<file path="config.mk">
export PLATFORM = sky130hd
export DESIGN_NAME = calc_stack
export DESIGN_NICKNAME = d
export VERILOG_FILES = /design/src/rtl/calc_stack.sv
export SDC_FILE = /design/constraint.sdc
export NUM_CORES = 1
export LEC_CHECK = 0
export CAP_MARGIN = 10
export CORE_MARGIN = 10
export CORE_UTILIZATION = 24
export CTS_CLUSTER_SIZE = 10
export DETAILED_ROUTE_END_ITERATION = 10
export PLACE_DENSITY = 0.45
export SLEW_MARGIN = 10
export SYNTH_ARGS = -nofsm -noshare
export SYNTH_HDL_FRONTEND = slang
export SYNTH_SLANG_ARGS = --single-unit
</file>
<file path="constraint.sdc">
create_clock -name clk -period 5.1 [get_ports clk]
set_input_delay 0.51 -clock clk [delete_from_list [all_inputs] [get_ports clk]]
set_output_delay 0.51 -clock clk [all_outputs]
set_load 0.01 [all_outputs]
</file>
<file path="src/rtl/calc_stack.sv">
// calc_stack: button-driven accumulator calculator with an undo history.
//
// Ports
//   clk       : single clock, all state changes on its rising edge
//   rst_n     : asynchronous active-low reset
//   btnl/btnc/btnr : operation select levels, op = {btnl,btnc,btnr}
//   btnd      : execute request (rising-edge triggered)
//   btnu      : clear request (rising-edge triggered)
//   sw        : operand 2
//   led       : current accumulator value
//   ovf       : overflow flag of the last completed operation
//   busy      : shift-add multiplication in progress (mirrors the FSM state)
//   hist_cnt  : number of valid undo entries
//
// Ops: 000 AND, 001 OR, 010 ADD, 011 SUB, 100 XOR, 101 SRA, 110 MUL, 111 UNDO.
//
// Handshake: there is no valid/ready pair here; btnd/btnu are level inputs
// whose synchronised 0->1 transitions become one-cycle event pulses. An execute
// pulse is accepted only while busy=0 and is dropped otherwise; a clear pulse is
// always accepted and takes priority over an execute pulse in the same cycle.
module calc_stack #(
  parameter int WIDTH = 16,
  parameter int DEPTH = 8
) (
  input  logic                       clk,
  input  logic                       rst_n,
  input  logic                       btnc,
  input  logic                       btnl,
  input  logic                       btnr,
  input  logic                       btnd,
  input  logic                       btnu,
  input  logic [WIDTH-1:0]           sw,
  output logic [WIDTH-1:0]           led,
  output logic                       ovf,
  output logic                       busy,
  output logic [$clog2(DEPTH+1)-1:0] hist_cnt
);

  localparam int SHW = $clog2(WIDTH);
  localparam int CW  = $clog2(DEPTH + 1);
  localparam int PW  = $clog2(DEPTH);
  localparam int SW_BITS = WIDTH + 5;
  localparam logic [SHW-1:0] LAST_BIT = SHW'(WIDTH - 1);

  localparam logic [2:0] OP_AND  = 3'b000;
  localparam logic [2:0] OP_OR   = 3'b001;
  localparam logic [2:0] OP_ADD  = 3'b010;
  localparam logic [2:0] OP_SUB  = 3'b011;
  localparam logic [2:0] OP_XOR  = 3'b100;
  localparam logic [2:0] OP_SRA  = 3'b101;
  localparam logic [2:0] OP_MUL  = 3'b110;
  localparam logic [2:0] OP_UNDO = 3'b111;

  typedef enum logic {ST_IDLE = 1'b0, ST_MUL = 1'b1} state_t;

  // ---------------------------------------------------------------------
  // Input synchroniser and edge detection
  // ---------------------------------------------------------------------
  logic [SW_BITS-1:0] sync1_q, sync2_q;
  logic               btnd_prev_q, btnu_prev_q;

  always_ff @(posedge clk or negedge rst_n) begin
    if (!rst_n) begin
      sync1_q     <= '0;
      sync2_q     <= '0;
      btnd_prev_q <= 1'b0;
      btnu_prev_q <= 1'b0;
    end else begin
      sync1_q     <= {btnu, btnd, btnl, btnc, btnr, sw};
      sync2_q     <= sync1_q;
      btnd_prev_q <= sync2_q[WIDTH+3];
      btnu_prev_q <= sync2_q[WIDTH+4];
    end
  end

  logic [WIDTH-1:0] sw_s;
  logic [2:0]       op_s;
  logic             exec_pulse, clr_pulse;

  assign sw_s       = sync2_q[WIDTH-1:0];
  assign op_s       = sync2_q[WIDTH+2:WIDTH];
  assign exec_pulse = sync2_q[WIDTH+3] & ~btnd_prev_q;
  assign clr_pulse  = sync2_q[WIDTH+4] & ~btnu_prev_q;

  // ---------------------------------------------------------------------
  // Datapath state
  // ---------------------------------------------------------------------
  state_t               state_q, state_d;
  logic [WIDTH-1:0]     acc_q, acc_d;
  logic                 ovf_q, ovf_d;
  logic [2*WIDTH-1:0]   mcand_q, mcand_d;
  logic [2*WIDTH-1:0]   prod_q, prod_d;
  logic [WIDTH-1:0]     mplier_q, mplier_d;
  logic [SHW-1:0]       bit_q, bit_d;
  logic [PW-1:0]        hist_ptr_q, hist_ptr_d;
  logic [CW-1:0]        hist_cnt_q, hist_cnt_d;
  logic [WIDTH-1:0]     hist_mem [DEPTH];
  logic                 hist_push;

  // Single-cycle ALU
  logic [WIDTH-1:0] add_res, sub_res, sra_res;
  logic [WIDTH-1:0] alu_res;
  logic             alu_ovf;
  logic [2*WIDTH-1:0] prod_step;

  assign add_res   = acc_q + sw_s;
  assign sub_res   = acc_q - sw_s;
  assign sra_res   = $signed(acc_q) >>> sw_s[SHW-1:0];
  assign prod_step = prod_q + (mplier_q[0] ? mcand_q : '0);

  always_comb begin
    alu_res = acc_q;
    alu_ovf = 1'b0;
    case (op_s)
      OP_AND: alu_res = acc_q & sw_s;
      OP_OR:  alu_res = acc_q | sw_s;
      OP_XOR: alu_res = acc_q ^ sw_s;
      OP_SRA: alu_res = sra_res;
      OP_ADD: begin
        alu_res = add_res;
        alu_ovf = (acc_q[WIDTH-1] == sw_s[WIDTH-1]) &&
                  (add_res[WIDTH-1] != acc_q[WIDTH-1]);
      end
      OP_SUB: begin
        alu_res = sub_res;
        alu_ovf = (acc_q[WIDTH-1] != sw_s[WIDTH-1]) &&
                  (sub_res[WIDTH-1] != acc_q[WIDTH-1]);
      end
      default: begin
        alu_res = acc_q;
        alu_ovf = 1'b0;
      end
    endcase
  end

  // Next-state logic. acc_q is left untouched while a MUL runs, so it still
  // holds the pre-operation value whenever history needs it pushed.
  always_comb begin
    state_d    = state_q;
    acc_d      = acc_q;
    ovf_d      = ovf_q;
    mcand_d    = mcand_q;
    prod_d     = prod_q;
    mplier_d   = mplier_q;
    bit_d      = bit_q;
    hist_ptr_d = hist_ptr_q;
    hist_cnt_d = hist_cnt_q;
    hist_push  = 1'b0;

    if (clr_pulse) begin
      acc_d     = '0;
      ovf_d     = 1'b0;
      state_d   = ST_IDLE;
      hist_push = 1'b1;
    end else if (state_q == ST_MUL) begin
      prod_d   = prod_step;
      mcand_d  = mcand_q << 1;
      mplier_d = mplier_q >> 1;
      bit_d    = bit_q + SHW'(1);
      if (bit_q == LAST_BIT) begin
        acc_d     = prod_step[WIDTH-1:0];
        ovf_d     = |prod_step[2*WIDTH-1:WIDTH];
        state_d   = ST_IDLE;
        hist_push = 1'b1;
      end
    end else if (exec_pulse) begin
      case (op_s)
        OP_UNDO: begin
          if (hist_cnt_q != '0) begin
            acc_d      = hist_mem[hist_ptr_q - PW'(1)];
            ovf_d      = 1'b0;
            hist_ptr_d = hist_ptr_q - PW'(1);
            hist_cnt_d = hist_cnt_q - CW'(1);
          end
        end
        OP_MUL: begin
          state_d  = ST_MUL;
          mcand_d  = {{WIDTH{1'b0}}, acc_q};
          mplier_d = sw_s;
          prod_d   = '0;
          bit_d    = '0;
        end
        default: begin
          acc_d     = alu_res;
          ovf_d     = alu_ovf;
          hist_push = 1'b1;
        end
      endcase
    end

    // Pointer wraps modulo DEPTH, so a push on a full history overwrites the
    // oldest entry while the count saturates.
    if (hist_push) begin
      hist_ptr_d = hist_ptr_q + PW'(1);
      if (hist_cnt_q != CW'(DEPTH)) hist_cnt_d = hist_cnt_q + CW'(1);
    end
  end

  always_ff @(posedge clk or negedge rst_n) begin
    if (!rst_n) begin
      state_q    <= ST_IDLE;
      acc_q      <= '0;
      ovf_q      <= 1'b0;
      mcand_q    <= '0;
      prod_q     <= '0;
      mplier_q   <= '0;
      bit_q      <= '0;
      hist_ptr_q <= '0;
      hist_cnt_q <= '0;
    end else begin
      state_q    <= state_d;
      acc_q      <= acc_d;
      ovf_q      <= ovf_d;
      mcand_q    <= mcand_d;
      prod_q     <= prod_d;
      mplier_q   <= mplier_d;
      bit_q      <= bit_d;
      hist_ptr_q <= hist_ptr_d;
      hist_cnt_q <= hist_cnt_d;
    end
  end

  // History storage needs no reset: hist_cnt=0 marks every entry invalid.
  always_ff @(posedge clk) begin
    if (hist_push) hist_mem[hist_ptr_q] <= acc_q;
  end

  assign led      = acc_q;
  assign ovf      = ovf_q;
  assign busy     = (state_q == ST_MUL);
  assign hist_cnt = hist_cnt_q;

endmodule
</file>
==> flow_metrics.env <==
export IMPL_ys_flop_type="dfrtp_1"
export IMPL_crit_path_start="sync2_q[0]"
export IMPL_hp_class="reg2reg"
export IMPL_gp_congestion=0.910
export IMPL_ys_seq_elements=281
export IMPL_setup_viol=0
export IMPL_rsz0062_at_grt="false"
export IMPL_grt_usage_pct=12.6
export IMPL_intPower_mw=5.48
export IMPL_syn_inst=1476
export IMPL_reg2regPathDepth=13
export IMPL_antenna_cells=0
export IMPL_crit_path_max_fanout=25
export IMPL_wl_per_cell_um=20.5
export IMPL_leakage_nw=7.23
export IMPL_switching_share_pct=36.7
export IMPL_grt_antenna_before_repair=0
export IMPL_switchingPower_mw=3.17
export IMPL_synth_async_reset_ratio_pct=54.4
export IMPL_slew_violations=0
export IMPL_cts_root_buf="clkbuf_16"
export IMPL_die_h_um=277
export IMPL_path_clk_slew_ns=0.06
export IMPL_synth_edf_count=128
export IMPL_setup_tns_ns=0
export IMPL_slew_headroom_pct=25.3
export IMPL_period_needed_ns=3.96
export IMPL_route_detailed_drc=0
export IMPL_nets=1627
export IMPL_rows=94
export IMPL_htree_levels=2
export IMPL_cts_num_sinks=281
export IMPL_die_w_um=277
export IMPL_tightest_slew_ns=1.12
export IMPL_first_iter_violations=1113
export IMPL_power_frac_comb_pct=34.6
export IMPL_powerDensity_nw_per_um2=468
export IMPL_drive_above_1_share_pct=10.3
export IMPL_syn_area_per_cell_um2=10.7
export IMPL_drt_pass1_iterations=6
export IMPL_insertion_delay_ns=0.58
export IMPL_ir_worst_vdd_uv=276
export IMPL_syn_area_um2=15800
export IMPL_die_area_um2=76500
export IMPL_syn_to_final_growth_pct=16.9
export IMPL_ys_types=78
export IMPL_dpl_hpwl_um=33600
export IMPL_finClkSkew_ns=0.0399
export IMPL_cts_buffer_depth=3
export IMPL_min_period_over_period_pct=77.7
export IMPL_grt_pass1_vias=12100
export IMPL_p_seq_share_pct=36.6
export IMPL_grt_pass1_wl_um=76100
export IMPL_cts_tree="yes"
export IMPL_grt_max_degree=112
export IMPL_num_io_pins=45
export IMPL_drt_wl_total_um=49100
export IMPL_hold_violations=0
export IMPL_io_buffers=44
export IMPL_reg2reg_from="sync2_q[0]"
export IMPL_max_cap_viol_count=0
export IMPL_reg2reg_to="led[10]"
export IMPL_yosys_warnings=0
export IMPL_critPathKind="reg2reg"
export IMPL_viasPerCell=4.96
export IMPL_post_cts_resized=0
export IMPL_cp_endpoint="led[10]"
export IMPL_initial_core_util_pct=24.1
export IMPL_grt_overflow=0
export IMPL_pwr_share_clk_pct=28.8
export IMPL_ant_nets=0
export IMPL_slowest_delay_ns=1.08
export IMPL_cpMostUsedCell="o21ai_0"
export IMPL_crit_arrival_ns=4.39
export IMPL_cts_made_buffers=37
export IMPL_endpoint_kind="register"
export IMPL_cp_required_ns=5.53
export IMPL_syn_nets=1593
export IMPL_utilization_pct=28.2
export IMPL_startpoint_type="register"
export IMPL_seq_area_frac_synth_pct=48.5
export IMPL_outcome="finished, final reports clean"
export IMPL_core_um2=65500
export IMPL_fmaxAchievable_ghz=0.252
export IMPL_slowest_stage="dfrtp_1"
export IMPL_cp_cell_sequence="ha_1 > inv_1 > fa_1 > nor2b_1 > o21ai_0 > a21boi_0 > o21ai_0 > a211o_1 > o21ai_0 > a21oi_1 > xnor2_1 > a21oi_1 > a221o_1"
export IMPL_r2r_setup_slack_ns=1.14
export IMPL_vias=11900
-- registers in the layout, summed over array words and instances, names as in the netlist --
| register | cells |
|---|---|
| hist_cnt | 4 |
| mplier_q | 16 |
| mcand_q | 32 |
| btnu_prev_q | 1 |
| prod_q | 32 |
| ovf | 1 |
| hist_ptr_q | 3 |
| sync2_q | 21 |
| busy | 1 |
| bit_q | 4 |
| btnd_prev_q | 1 |
| hist_mem | 128 |
| sync1_q | 21 |
| led | 16 |
-- how the worst min path moves through the flow --
stage	startpoint	endpoint	slack [ns]	cells past startpoint
4_1_cts	sync1_q[9]	sync2_q[9]	0.33	0
2_1_floorplan	rst_n	bit_q[0]	0.21	0
6_report	sync1_q[9]	sync2_q[9]	0.33	0
5_1_grt	sync1_q[9]	sync2_q[9]	0.33	0
3_3_place_gp	sync1_q[16]	sync2_q[16]	0.33	0
3_5_place_dp	sync1_q[20]	sync2_q[20]	0.33	0
-- worst max-delay path: cells and delay by family (launching register included) --
| kind | cells | cell delay [ns] |
|---|---|---|
| AOI/OAI and AO/OA | 8 | 1.58 |
| adders and majority gates | 2 | 0.79 |
| DFF | 1 | 1.08 |
| and+or+nand+nor | 1 | 0.12 |
| xor gates and xnor gates | 1 | 0.18 |
| buffers and inverters | 1 | 0.07 |
-- cells by family (layout without fill, tap and decap cells) --
kind of cell / after synthesis / in the layout / synth area share [%]
xor+xnor: 43 / 43 / 2.38
flops: 281 / 281 / 48.5
buf+inv: 155 / 215 / 3.85
mux: 85 / 85 / 8.52
simple gates: 377 / 377 / 11.0
compound gates: 441 / 441 / 18.1
fa+ha+maj: 94 / 94 / 7.58
-- Yosys cell counts (16+ instances only) --
library cell | count | share of area (%)
nor2_1 | 92 | 2.2
clkbuf_1 | 73 | 1.7
mux4_2 | 39 | 5.6
dfrtp_1 | 153 | 24
o21ai_0 | 145 | 4.6
inv_1 | 65 | 1.5
mux2i_1 | 40 | 2.5
nand3_1 | 25 | 0.79
a22oi_1 | 16 | 0.76
nor3_1 | 34 | 1.1
edfxtp_1 | 128 | 24
and2_1 | 34 | 1.3
xnor2_1 | 31 | 1.7
a21oi_1 | 92 | 2.9
a21o_1 | 18 | 0.85
nand2_1 | 136 | 3.2
a22o_1 | 31 | 1.7
ha_1 | 91 | 7.2
-- stage by stage --
stage	cell area, um^2	total power [mW]	hold WS, ns	cells	worst slack, ns
2_1_floorplan	15800	5.01	0.214	1476	1.54
3_3_place_gp	17300	6.21	0.334	2334	1.15
5_1_grt	18500	9.16	0.330	2400	0.729
4_1_cts	18500	8.78	0.328	2400	1.07
6_report	18500	8.65	0.333	2400	1.14
3_5_place_dp	17300	6.22	0.335	2334	1.09
-- routing by layer --
layer / wire (um) / vias to the layer above / GRT usage [%]
met4: 1390 / 0 / 3.97
li1: - / 5521 / -
met1: 23400 / 5972 / 17.5
met5: 0 / - / 0
met2: 21900 / 336 / 19.8
met3: 2410 / 72 / 2.15
-- layout make-up --
class / instances / area, um^2
Clock buffer: 56 / 1030
Clock inverter: 9 / 124
Fill cell: 6763 / 47000
Inverter: 69 / 259
Multi-Input combinational cell: 1040 / 7580
Sequential cell: 281 / 7670
Tap cell: 864 / 1080
Timing Repair Buffer: 81 / 734
-- layout by cell type (no fill, tap or decap), types with 35 or more instances in the layout --
cell type and instances:
mux2i_1 40, edfxtp_1 128, clkdlybuf4s50_1 43, o21ai_0 145, mux4_2 39, nand2_1 136, inv_1 65, nor2_1 91
ha_1 91, buf_4 35, clkbuf_16 37, dfrtp_1 151, a21oi_1 92
-- power groups by stage --
| stage | Sequential [mW] | Clock (mW) | Combinational (mW) |
|---|---|---|---|
| after floorplan | 3.10 | 0 | 1.91 |
| after global placement | 3.20 | 0 | 3.01 |
| after detailed placement | 3.21 | 0 | 3.01 |
| after CTS | 3.17 | 2.59 | 3.03 |
| after global routing | 3.21 | 2.67 | 3.27 |
| final | 3.17 | 2.49 | 2.99 |
-- repair_timing --
item | 4_1_cts | 5_1_grt
hold endpoints to repair | 56 | 0
setup buffers | 0 | 0
hold buffers | 1 | 0
(Power assumes the default switching activity.)
